<file path="src/rtl/hdmi_pixel_align_if.sv">
// hdmi_pixel_align_if
// Bundles the timing-generator, frame-buffer read and pixel-output signals of
// hdmi_pixel_align. Clock and reset stay plain ports on the module.
//   I_vs/I_hs/I_de   timing-generator syncs and active video (positive polarity)
//   I_vin_den        frame-buffer read data valid
//   I_vin_data[15:0] RGB565 pixel {r[4:0], g[5:0], b[4:0]}
//   I_div_en         centre divider enable, sampled at frame start
//   I_flag_clr       clears the sticky underflow flag
//   O_vs/O_hs/O_de   aligned syncs and active video
//   O_r/O_g/O_b      RGB888 pixel
//   O_underflow_cnt  underflow count of the last completed frame
//   O_underflow_flag sticky underflow indicator
// modport master: the source/sink side (timing generator, frame buffer, display).
// modport slave:  the aligner itself.
interface hdmi_pixel_align_if;
  logic        I_vs;
  logic        I_hs;
  logic        I_de;
  logic        I_vin_den;
  logic [15:0] I_vin_data;
  logic        I_div_en;
  logic        I_flag_clr;
  logic        O_vs;
  logic        O_hs;
  logic        O_de;
  logic [7:0]  O_r;
  logic [7:0]  O_g;
  logic [7:0]  O_b;
  logic [15:0] O_underflow_cnt;
  logic        O_underflow_flag;

  modport master (
    output I_vs, I_hs, I_de, I_vin_den, I_vin_data, I_div_en, I_flag_clr,
    input  O_vs, O_hs, O_de, O_r, O_g, O_b, O_underflow_cnt, O_underflow_flag
  );

  modport slave (
    input  I_vs, I_hs, I_de, I_vin_den, I_vin_data, I_div_en, I_flag_clr,
    output O_vs, O_hs, O_de, O_r, O_g, O_b, O_underflow_cnt, O_underflow_flag
  );
endinterface

</file>
<file path="src/rtl/hdmi_pixel_align.sv">
// hdmi_pixel_align
// Re-aligns the timing-generator syncs with pixel data returned by a frame
// buffer read port that answers RD_LAT cycles after I_de. Syncs are delayed
// RD_LAT+1 cycles; the pixel is sampled when the RD_LAT-delayed de (de_d) is
// high and registered alongside the final sync stage. RGB565 is widened to
// RGB888 by MSB replication. A missing read (de_d high, I_vin_den low) emits
// FILL_COLOR and is counted per frame. An optional centre divider of DIV_W
// columns overrides the pixel with DIV_COLOR.
// Ports:
//   I_pxl_clk  pixel clock, sole clock
//   I_rst      asynchronous active-high reset
//   vid        hdmi_pixel_align_if.slave (video in, frame-buffer data, video out)
// Output video stays blanked (O_de=0, RGB=0) until the first delayed vsync
// rising edge after reset; syncs pass through throughout.
module hdmi_pixel_align #(
  parameter int unsigned RD_LAT     = 2,
  parameter int unsigned H_RES      = 1280,
  parameter int unsigned DIV_W      = 4,
  parameter logic [23:0] DIV_COLOR  = 24'hFFFFFF,
  parameter logic [23:0] FILL_COLOR = 24'h000000
) (
  input  logic               I_pxl_clk,
  input  logic               I_rst,
  hdmi_pixel_align_if.slave  vid
);

  localparam int unsigned DIV_LO = H_RES / 2 - DIV_W / 2;
  localparam int unsigned DIV_HI = H_RES / 2 + DIV_W / 2 - 1;

  typedef enum logic {
    WAIT_VS = 1'b0,
    ACTIVE  = 1'b1
  } state_t;

  state_t             state;

  // Sync delay lines; bit RD_LAT-1 is the RD_LAT-delayed tap.
  logic [RD_LAT-1:0]  vs_sr;
  logic [RD_LAT-1:0]  hs_sr;
  logic [RD_LAT-1:0]  de_sr;

  logic               vs_q;
  logic               hs_q;
  logic               de_q;
  logic               de_prev;
  logic [10:0]        col;
  logic [15:0]        run_cnt;
  logic [15:0]        cnt_q;
  logic               flag_q;
  logic               div_lat;
  logic [7:0]         r_q;
  logic [7:0]         g_q;
  logic [7:0]         b_q;

  logic               vs_d;
  logic               hs_d;
  logic               de_d;
  logic               vs_rise;
  logic               de_rise;
  logic               underflow;
  logic               in_div;
  logic [10:0]        col_cur;
  logic [23:0]        pix;

  always_comb begin
    vs_d      = vs_sr[RD_LAT-1];
    hs_d      = hs_sr[RD_LAT-1];
    de_d      = de_sr[RD_LAT-1];
    // vs_q holds the previous vs_d, so it doubles as the edge detector.
    vs_rise   = vs_d & ~vs_q;
    de_rise   = de_d & ~de_prev;
    // Column of the pixel being sampled this cycle: 0 on the first pixel of a line.
    col_cur   = de_rise ? '0 : col;
    in_div    = div_lat && (col_cur >= 11'(DIV_LO)) && (col_cur <= 11'(DIV_HI));
    underflow = (state == ACTIVE) && de_d && !vid.I_vin_den;
    pix       = FILL_COLOR;
    if (in_div) begin
      pix = DIV_COLOR;
    end else if (vid.I_vin_den) begin
      pix = {vid.I_vin_data[15:11], vid.I_vin_data[15:13],
             vid.I_vin_data[10:5],  vid.I_vin_data[10:9],
             vid.I_vin_data[4:0],   vid.I_vin_data[4:2]};
    end
  end

  always_ff @(posedge I_pxl_clk or posedge I_rst) begin
    if (I_rst) begin
      state   <= WAIT_VS;
      vs_sr   <= '0;
      hs_sr   <= '0;
      de_sr   <= '0;
      vs_q    <= 1'b0;
      hs_q    <= 1'b0;
      de_q    <= 1'b0;
      de_prev <= 1'b0;
      col     <= '0;
      run_cnt <= '0;
      cnt_q   <= '0;
      flag_q  <= 1'b0;
      div_lat <= 1'b0;
      r_q     <= '0;
      g_q     <= '0;
      b_q     <= '0;
    end else begin
      vs_sr[0] <= vid.I_vs;
      hs_sr[0] <= vid.I_hs;
      de_sr[0] <= vid.I_de;
      for (int unsigned i = 1; i < RD_LAT; i++) begin
        vs_sr[i] <= vs_sr[i-1];
        hs_sr[i] <= hs_sr[i-1];
        de_sr[i] <= de_sr[i-1];
      end

      vs_q    <= vs_d;
      hs_q    <= hs_d;
      de_prev <= de_d;

      if (de_d) begin
        col <= col_cur + 11'd1;
      end

      case (state)
        WAIT_VS: begin
          de_q <= 1'b0;
          r_q  <= '0;
          g_q  <= '0;
          b_q  <= '0;
          if (vs_rise) begin
            state <= ACTIVE;
            cnt_q <= '0;
          end
        end
        ACTIVE: begin
          de_q <= de_d;
          if (de_d) begin
            {r_q, g_q, b_q} <= pix;
          end else begin
            {r_q, g_q, b_q} <= '0;
          end
          if (vs_rise) begin
            cnt_q <= run_cnt;
          end
        end
        default: state <= WAIT_VS;
      endcase

      // A frame boundary coinciding with an underflow starts the new frame at 1.
      if (vs_rise) begin
        run_cnt <= underflow ? 16'd1 : '0;
        div_lat <= vid.I_div_en;
      end else if (underflow && (run_cnt != '1)) begin
        run_cnt <= run_cnt + 16'd1;
      end

      if (underflow) begin
        flag_q <= 1'b1;
      end else if (vid.I_flag_clr) begin
        flag_q <= 1'b0;
      end
    end
  end

  assign vid.O_vs             = vs_q;
  assign vid.O_hs             = hs_q;
  assign vid.O_de             = de_q;
  assign vid.O_r              = r_q;
  assign vid.O_g              = g_q;
  assign vid.O_b              = b_q;
  assign vid.O_underflow_cnt  = cnt_q;
  assign vid.O_underflow_flag = flag_q;

endmodule
</file>
<file path="src/flat_wrapper.sv">
// flat-port wrapper written by rule: the top's interface ports become plain ports
module hdmi_pixel_align_flat 
#(
  parameter int unsigned RD_LAT     = 2,
  parameter int unsigned H_RES      = 1280,
  parameter int unsigned DIV_W      = 4,
  parameter logic [23:0] DIV_COLOR  = 24'hFFFFFF,
  parameter logic [23:0] FILL_COLOR = 24'h000000
)
  (I_pxl_clk, I_rst, vid_I_vs, vid_I_hs, vid_I_de, vid_I_vin_den, vid_I_vin_data, vid_I_div_en, vid_I_flag_clr, vid_O_vs, vid_O_hs, vid_O_de, vid_O_r, vid_O_g, vid_O_b, vid_O_underflow_cnt, vid_O_underflow_flag);
  hdmi_pixel_align_if vid_i ();
  input  logic I_pxl_clk;
  input  logic I_rst;
  input wire logic [$bits(vid_i.I_vs)-1:0] vid_I_vs;
  input wire logic [$bits(vid_i.I_hs)-1:0] vid_I_hs;
  input wire logic [$bits(vid_i.I_de)-1:0] vid_I_de;
  input wire logic [$bits(vid_i.I_vin_den)-1:0] vid_I_vin_den;
  input wire logic [$bits(vid_i.I_vin_data)-1:0] vid_I_vin_data;
  input wire logic [$bits(vid_i.I_div_en)-1:0] vid_I_div_en;
  input wire logic [$bits(vid_i.I_flag_clr)-1:0] vid_I_flag_clr;
  output wire logic [$bits(vid_i.O_vs)-1:0] vid_O_vs;
  output wire logic [$bits(vid_i.O_hs)-1:0] vid_O_hs;
  output wire logic [$bits(vid_i.O_de)-1:0] vid_O_de;
  output wire logic [$bits(vid_i.O_r)-1:0] vid_O_r;
  output wire logic [$bits(vid_i.O_g)-1:0] vid_O_g;
  output wire logic [$bits(vid_i.O_b)-1:0] vid_O_b;
  output wire logic [$bits(vid_i.O_underflow_cnt)-1:0] vid_O_underflow_cnt;
  output wire logic [$bits(vid_i.O_underflow_flag)-1:0] vid_O_underflow_flag;
  assign vid_i.I_vs = vid_I_vs;
  assign vid_i.I_hs = vid_I_hs;
  assign vid_i.I_de = vid_I_de;
  assign vid_i.I_vin_den = vid_I_vin_den;
  assign vid_i.I_vin_data = vid_I_vin_data;
  assign vid_i.I_div_en = vid_I_div_en;
  assign vid_i.I_flag_clr = vid_I_flag_clr;
  assign vid_O_vs = vid_i.O_vs;
  assign vid_O_hs = vid_i.O_hs;
  assign vid_O_de = vid_i.O_de;
  assign vid_O_r = vid_i.O_r;
  assign vid_O_g = vid_i.O_g;
  assign vid_O_b = vid_i.O_b;
  assign vid_O_underflow_cnt = vid_i.O_underflow_cnt;
  assign vid_O_underflow_flag = vid_i.O_underflow_flag;
  hdmi_pixel_align #(.RD_LAT(RD_LAT), .H_RES(H_RES), .DIV_W(DIV_W), .DIV_COLOR(DIV_COLOR), .FILL_COLOR(FILL_COLOR)) u_core (.I_pxl_clk(I_pxl_clk), .I_rst(I_rst), .vid(vid_i));
endmodule
</file>
<file path="config.mk">
export PLATFORM = sky130hd
export DESIGN_NAME = hdmi_pixel_align_flat
export DESIGN_NICKNAME = d
export VERILOG_FILES = /design/src/rtl/hdmi_pixel_align_if.sv /design/src/rtl/hdmi_pixel_align.sv /design/src/flat_wrapper.sv
export SDC_FILE = /design/constraint.sdc
export NUM_CORES = 1
export LEC_CHECK = 0
export BUFFER_PORTS_ARGS = -buffer_cell sky130_fd_sc_hd__buf_2
export CAP_MARGIN = 20
export CORE_MARGIN = 4
export CORE_UTILIZATION = 35
export CTS_BUF_LIST = sky130_fd_sc_hd__clkbuf_8
export DETAILED_ROUTE_END_ITERATION = 10
export REMOVE_ABC_BUFFERS = 1
export SLEW_MARGIN = 10
export SYNTH_ARGS = -nofsm -noshare
export SYNTH_HDL_FRONTEND = slang
export SYNTH_SLANG_ARGS = --single-unit
</file>
<file path="constraint.sdc">
create_clock -name I_pxl_clk -period 5 [get_ports I_pxl_clk]
set_clock_uncertainty 0.15 [all_clocks]
set_input_delay 0.25 -clock I_pxl_clk [delete_from_list [all_inputs] [get_ports I_pxl_clk]]
set_output_delay 0.25 -clock I_pxl_clk [all_outputs]
set_load 0.05 [all_outputs]
</file>
# --- Yosys cells after proc, flatten, opt, wreduce, memory -nomap -nowiden ---
# Cells that the tools add are included.
totals:
  ff_bits: 80
  input_bits: 24
  output_inout_bits: 44
  word_cells: 57
classes:
  addsub: 2
  order_cmp: 2
  eq_ne: 3
  mux: 20
  n_bitwise: 5
  reduce_logical: 9
ops:
  columns: ["op", "count"]
  rows:
  - ["16-bit 2-to-1 mux", 4]
  - ["24-bit 2-to-1 mux", 2]
  - ["8-bit case mux with 2 select lines", 3]
  - ["16-bit case mux with 2 select lines", 1]
  - ["8-bit 2-to-1 mux", 3]
  - ["16-bit by 1-bit adder with 16-bit output, second input constant", 1]
  - ["16-bit inequality test, second input constant", 1]
  - ["11-bit by 1-bit adder with 11-bit output, second input constant", 1]
  - ["11-bit by 10-bit greater-or-equal comparator with 1-bit output, second input constant", 1]
  - ["11-bit by 10-bit less-or-equal comparator with 1-bit output, second input constant", 1]
  - ["11-bit 2-to-1 mux", 1]
  - ["1-bit logical AND", 5]
  - ["1-bit 2-to-1 mux", 5]
  - ["2-bit nonzero test", 2]
  - ["1-bit inverter", 3]
  - ["1-bit AND", 2]
  - ["2-bit by 1-bit inequality test with 1-bit output, second input constant", 1]
  - ["2-bit inequality test, second input constant", 1]
  - ["1-bit case mux with 2 select lines", 1]
  - ["2-bit AND reduction", 1]
  - ["1-bit zero test", 1]

# --- Longest topological paths before layout ---
logic_depth:
  word_depth: 9
  ltp_mapped: 9
  ltp_nobuf: 8

# --- Least setup slack after synthesis ---
# OpenSTA, ideal clock, no wires.
synth_timing:
  path_type: "register to register"
  from: "reg u_core.de_prev"
  to: "reg u_core.b_q[2], in the netlist u_core.vid.O_b[2]"
  setup_time_ns: 0.134
  t_arrival_ns: 1.991
  slack_ns: 2.725
  stages_incl_launch_ff: 10
  path_buffers: 2
  synth_period_minus_slack_ns: 2.275
  path_cell_list: "dfrtp_1 -> clkbuf_1 -> nand2b_1 -> and2_1 -> inv_1 -> ha_1 -> o2111a_1 -> o21ai_1 -> clkbuf_1 -> nand2_1"
synth_via:
  elab_chain_len: 9
  word_cells_on_any_way: 10
  classes_between: "2 x order compare; 4 x mux; 2 x bitwise; 2 x reduce/logical"
synth_lines:
  columns: ["element", "line", "text"]
  rows:
  - ["start: declaration", "hdmi_pixel_align.sv:45", "logic de_prev;"]
  - ["start signal: assignment", "hdmi_pixel_align.sv:95", "de_prev <= 1'b0;"]
  - ["start signal: assignment", "hdmi_pixel_align.sv:116", "de_prev <= de_d;"]
  - ["1-bit inverter *", "hdmi_pixel_align.sv:71", "de_rise = de_d & ~de_prev;"]
  - ["1-bit AND *", "hdmi_pixel_align.sv:71", null]
  - ["11-bit 2-to-1 mux *", "hdmi_pixel_align.sv:73", "col_cur = de_rise ? '0 : col;"]
  - ["11-bit by 10-bit greater-or-equal comparator with 1-bit output", "hdmi_pixel_align.sv:74", "in_div = div_lat && (col_cur >= 11'(DIV_LO)) && (col_cur <= 11'(DIV_HI));"]
  - ["1-bit logical AND", "hdmi_pixel_align.sv:74", null]
  - ["1-bit logical AND *", "hdmi_pixel_align.sv:74", null]
  - ["24-bit 2-to-1 mux *", "hdmi_pixel_align.sv:77", "if (in_div) begin"]
  - ["8-bit 2-to-1 mux *", "hdmi_pixel_align.sv:135", "if (de_d) begin"]
  - ["8-bit case mux with 2 select lines *", "hdmi_pixel_align.sv:122", "case (state)"]
  - ["end signal: assignment", "hdmi_pixel_align.sv:136", "{r_q, g_q, b_q} <= pix;"]
  - ["end: declaration", "hdmi_pixel_align.sv:53", "logic [7:0] b_q;"]
# Every way passes the cells marked *; elsewhere a longest branch is shown, timed or not.
# A chain may end at the register's enable or synchronous reset.

# --- Worst setup path in the final report ---
layout_timing:
  from: "reg u_core.de_sr[1]"
  to: "reg u_core.g_q[4], in the netlist u_core.vid.O_g[4]"
layout_via:
  elab_chain_len: 8
  word_cells_on_any_way: 9
  classes_between: "2 x order compare; 4 x mux; 1 x bitwise; 2 x reduce/logical"
layout_lines:
  columns: ["element", "line", "text"]
  rows:
  - ["start: declaration", "hdmi_pixel_align.sv:40", "logic [RD_LAT-1:0] de_sr;"]
  - ["start signal: indexed assignment", "hdmi_pixel_align.sv:111", "de_sr[i] <= de_sr[i-1];"]
  - ["1-bit AND", "hdmi_pixel_align.sv:71", null]
  - ["11-bit 2-to-1 mux", "hdmi_pixel_align.sv:73", null]
  - ["11-bit by 10-bit greater-or-equal comparator with 1-bit output", "hdmi_pixel_align.sv:74", null]
  - ["1-bit logical AND (2 in series)", "hdmi_pixel_align.sv:74", null]
  - ["24-bit 2-to-1 mux", "hdmi_pixel_align.sv:77", null]
  - ["8-bit 2-to-1 mux *", "hdmi_pixel_align.sv:135", null]
  - ["8-bit case mux with 2 select lines *", "hdmi_pixel_align.sv:122", null]
  - ["end signal: assignment", "hdmi_pixel_align.sv:136", null]
  - ["end: declaration", "hdmi_pixel_align.sv:52", "logic [7:0] g_q;"]
# Marks and branches as above.

==> out/results.ini <==
[timing]
slew_violations=0
rsz0062_at_grt=no
hold_viol_final=0
final-setup-viol-count=0
tightest_slew_ns=1.05
worst_slack_ns=2.31
tns_ns=0
relSlewSlack_pct=29.9
fmax_ghz=0.372
period_needed_ns=2.69
period_share_pct=53.8

[logic_synthesis]
yosysTopAreaCell=dfrtp_1
synth_area_mm2=0.00323
ys_warn_count=0
syn_inst=339
netlist.area_leader.share_pct=55.7
synth_area_leaders=dfrtp_1 56%, nand2_1 10%, o21ai_0 4.2%
synth_adder_area_share_pct=1.55
seq_area_frac_synth_pct=55.7
synth_edf_count=0
synth_top_family_by_area=simple AND/OR/NAND/NOR gates
ys_types=46
synth-xor-area-share_pct=0.542
async_reset_ff_share_pct=100
synth_mux_area_share_pct=0.967
ys_ff_latch=72
synth.avg_cell_area_um2=9.54
synth_compound_area_share_pct=12.5
synth_flop_cell=dfrtp_1
yosys.area_share.simple_pct=23.2

[cts]
root_buffer=clkbuf_8
clk_pin_slew_worst_paths_ns=0.08
cts_buffers=9
cts_setup_buffers=0
insertion_delay_ns=0.35
cts.sinks=72
cts_tree=done
h-tree-depth=3
clock_path_buffers=2

[global_route]
overflow=0
grt_max_degree=48
grt_pass1_vias=2614
grtUsageTotal_pct=14.0
grt_pass1_wl_um=12500
antenna_found_initial=0

[pwr]
total_power_w=0.00128
p_int_w=0.000901
p_comb_share_pct=13.5
power_density_mw_per_mm2=320
worst_ir_drop_vdd_mv=0.201
clkPwrFrac_pct=36.2
p_seq_share_pct=50.4
switching_share_pct=29.5
leakage_nw=1.96
p_switching_w=0.000377

[setup_path]
critical_path_class=reg2reg
start_kind=register
reg2regPathDepth=7
cp.required_ns=5.04
worstReg2RegStart=u_core.de_sr[1]$_DFF_PP0_
path_max_fanout=18
cp-end-kind=register
reg2reg_to=u_core.vid.O_g[4]$_DFF_PP0_
r2r_slack_ns=2.31
arrival_ns=2.73

[finish]
most-common-layout-cells=88 x nand2_1, 72 x dfrtp_1, 67 x buf_2
fin_nets=441
fill_cells=853
syn2layout_area_growth_pct=23.6
multi_input_area_mm2=0.00125
fin_area_mm2=0.00400
diodes=0
layout_commonest_cell=nand2_1
drive_gt1_share_pct=21.8
regArea_mm2=0.00180

[flow_run]
maxCapViolations=0

[hold_path]
min_from=vid_I_vin_den
whs_endpoint=u_core.run_cnt[2]$_DFFE_PP0P_
hp-class=in2reg
whs_path_depth=4

[outcome]
status=complete, no violations

[place]
preCtsSetupSlack_ns=2.27
globalplace.congestion=0.887
place_area_mm2=0.00358
portBuffers=67
dpl.hpwl_um=4790

[drt]
avgRoutedWirePerCell_um=13.8
vias=2633
first_pass_iters=5
drt-vias-per-instance=5.01
first_iter_violations=91
drcViolationCount=0
drtAntennaViolNets=0
wl_um=7270

[floorplan]
initial_core_util_pct=36.6
io_pins=68
die_y_um=104
coreArea_mm2=0.00885
rows=34
die_w_um=104
die_area_mm2=0.0108

==> worst max-delay path, stage by stage, from the launching register on <==
cell and delay [ns]:
dfrtp_1 0.66, nand2b_1 0.18, nand2_1 0.13, inv_1 0.06, ha_1 0.19, o2111a_1 0.24
o21ai_1 0.80, nand2_1 0.11
==> flip-flops by register name (all words and copies together) (netlist names), 2 cells and up <==
| register | flops |
|---|---|
| u_core.vs_sr | 2 |
| u_core.vid.O_underflow_cnt | 16 |
| u_core.vid.O_r | 5 |
| u_core.vid.O_b | 5 |
| u_core.de_sr | 2 |
| u_core.run_cnt | 16 |
| u_core.hs_sr | 2 |
| u_core.vid.O_g | 6 |
| u_core.col | 11 |
==> worst max path at each step <==
stage	start	end	slack, ns	cells after the start
after global routing	u_core.de_sr[1]$_DFF_PP0_	u_core.vid.O_g[4]$_DFF_PP0_	2.04	7
after detailed placement	u_core.de_sr[1]$_DFF_PP0_	u_core.vid.O_b[5]$_DFF_PP0_	2.27	7
after floorplan	u_core.de_sr[1]$_DFF_PP0_	u_core.vid.O_b[3]$_DFF_PP0_	2.76	7
after CTS	u_core.de_sr[1]$_DFF_PP0_	u_core.vid.O_r[2]$_DFF_PP0_	2.27	7
after global placement	u_core.de_sr[1]$_DFF_PP0_	u_core.vid.O_b[3]$_DFF_PP0_	2.38	7
final	u_core.de_sr[1]$_DFF_PP0_	u_core.vid.O_g[4]$_DFF_PP0_	2.31	7
==> kinds of logic (layout without fill, tap and decap cells) <==
family                     count (synthesis)  after routing
and+or+nand+nor                          157            157
xor gates and xnor gates                   2              2
DFF                                       72             72
AOI/OAI and AO/OA                         64             64
muxes                                      3              3
buffers and inverters                     37            116
adders and majority gates                  4              4
==> per-layer routing <==
metal	GRT usage [%]	up-vias	wire, um
li1	-	1320	-
met1	17.8	1212	3200
met2	22.1	94	3380
met3	5.90	7	614
met4	3.80	0	80
met5	0	-	0
==> final cells by class <==
| type | instances | share of cell area [%] |
|---|---|---|
| Sequential cell | 72 | 45.1 |
| Multi-Input combinational cell | 230 | 31.4 |
| Timing Repair Buffer | 91 | 14.3 |
| Tap cell | 108 | 3.38 |
| Clock buffer | 9 | 3.10 |
| Clock inverter | 7 | 1.91 |
| Inverter | 9 | 0.845 |
==> timing repair <==
item,CTS,global route
hold buffers,22,0
endpoints found under the hold margin,48,0
gates resized for setup,0,0
==> per-stage QoR <==
step	utilization [%]	hold slack, ns	std cells
6_report	45.2	0.161	526
5_1_grt	45.2	0.194	526
4_1_cts	45.2	0.150	526
3_5_place_dp	40.4	0.185	488
3_3_place_gp	40.4	0.182	488
2_1_floorplan	-	0.131	311
==> power groups by stage <==
| stage | sequential (W) | clock [W] | combinational [W] |
|---|---|---|---|
| 2_1_floorplan | 0.000699 | 0 | 0.0000637 |
| 3_3_place_gp | 0.000654 | 0 | 0.000158 |
| 3_5_place_dp | 0.000654 | 0 | 0.000161 |
| 4_1_cts | 0.000643 | 0.000478 | 0.000174 |
| 5_1_grt | 0.000649 | 0.000504 | 0.000191 |
| 6_report | 0.000644 | 0.000462 | 0.000172 |
==> cells in the mapped netlist (2+ instances only) <==
| master | instances |
|---|---|
| xnor2_1 | 2 |
| and3_1 | 2 |
| buf_4 | 8 |
| nor2_1 | 11 |
| o41ai_1 | 3 |
| or3_1 | 2 |
| a31oi_1 | 3 |
| nor3_1 | 8 |
| nand2_1 | 88 |
| nor2b_1 | 3 |
| o311ai_0 | 3 |
| and4_1 | 2 |
| mux2i_1 | 2 |
| o31ai_1 | 5 |
| nor4_1 | 5 |
| nand4_1 | 7 |
| nand2b_1 | 7 |
| a21oi_1 | 9 |
| a41oi_1 | 2 |
| dfrtp_1 | 72 |
| nand3_1 | 9 |
| clkbuf_1 | 18 |
| and2_1 | 2 |
| ha_1 | 4 |
| o21ai_0 | 27 |
| nor4_2 | 2 |
| or4_1 | 3 |
| inv_1 | 9 |
| or2_1 | 2 |
| a21o_1 | 3 |
(Power assumes the default switching activity.)
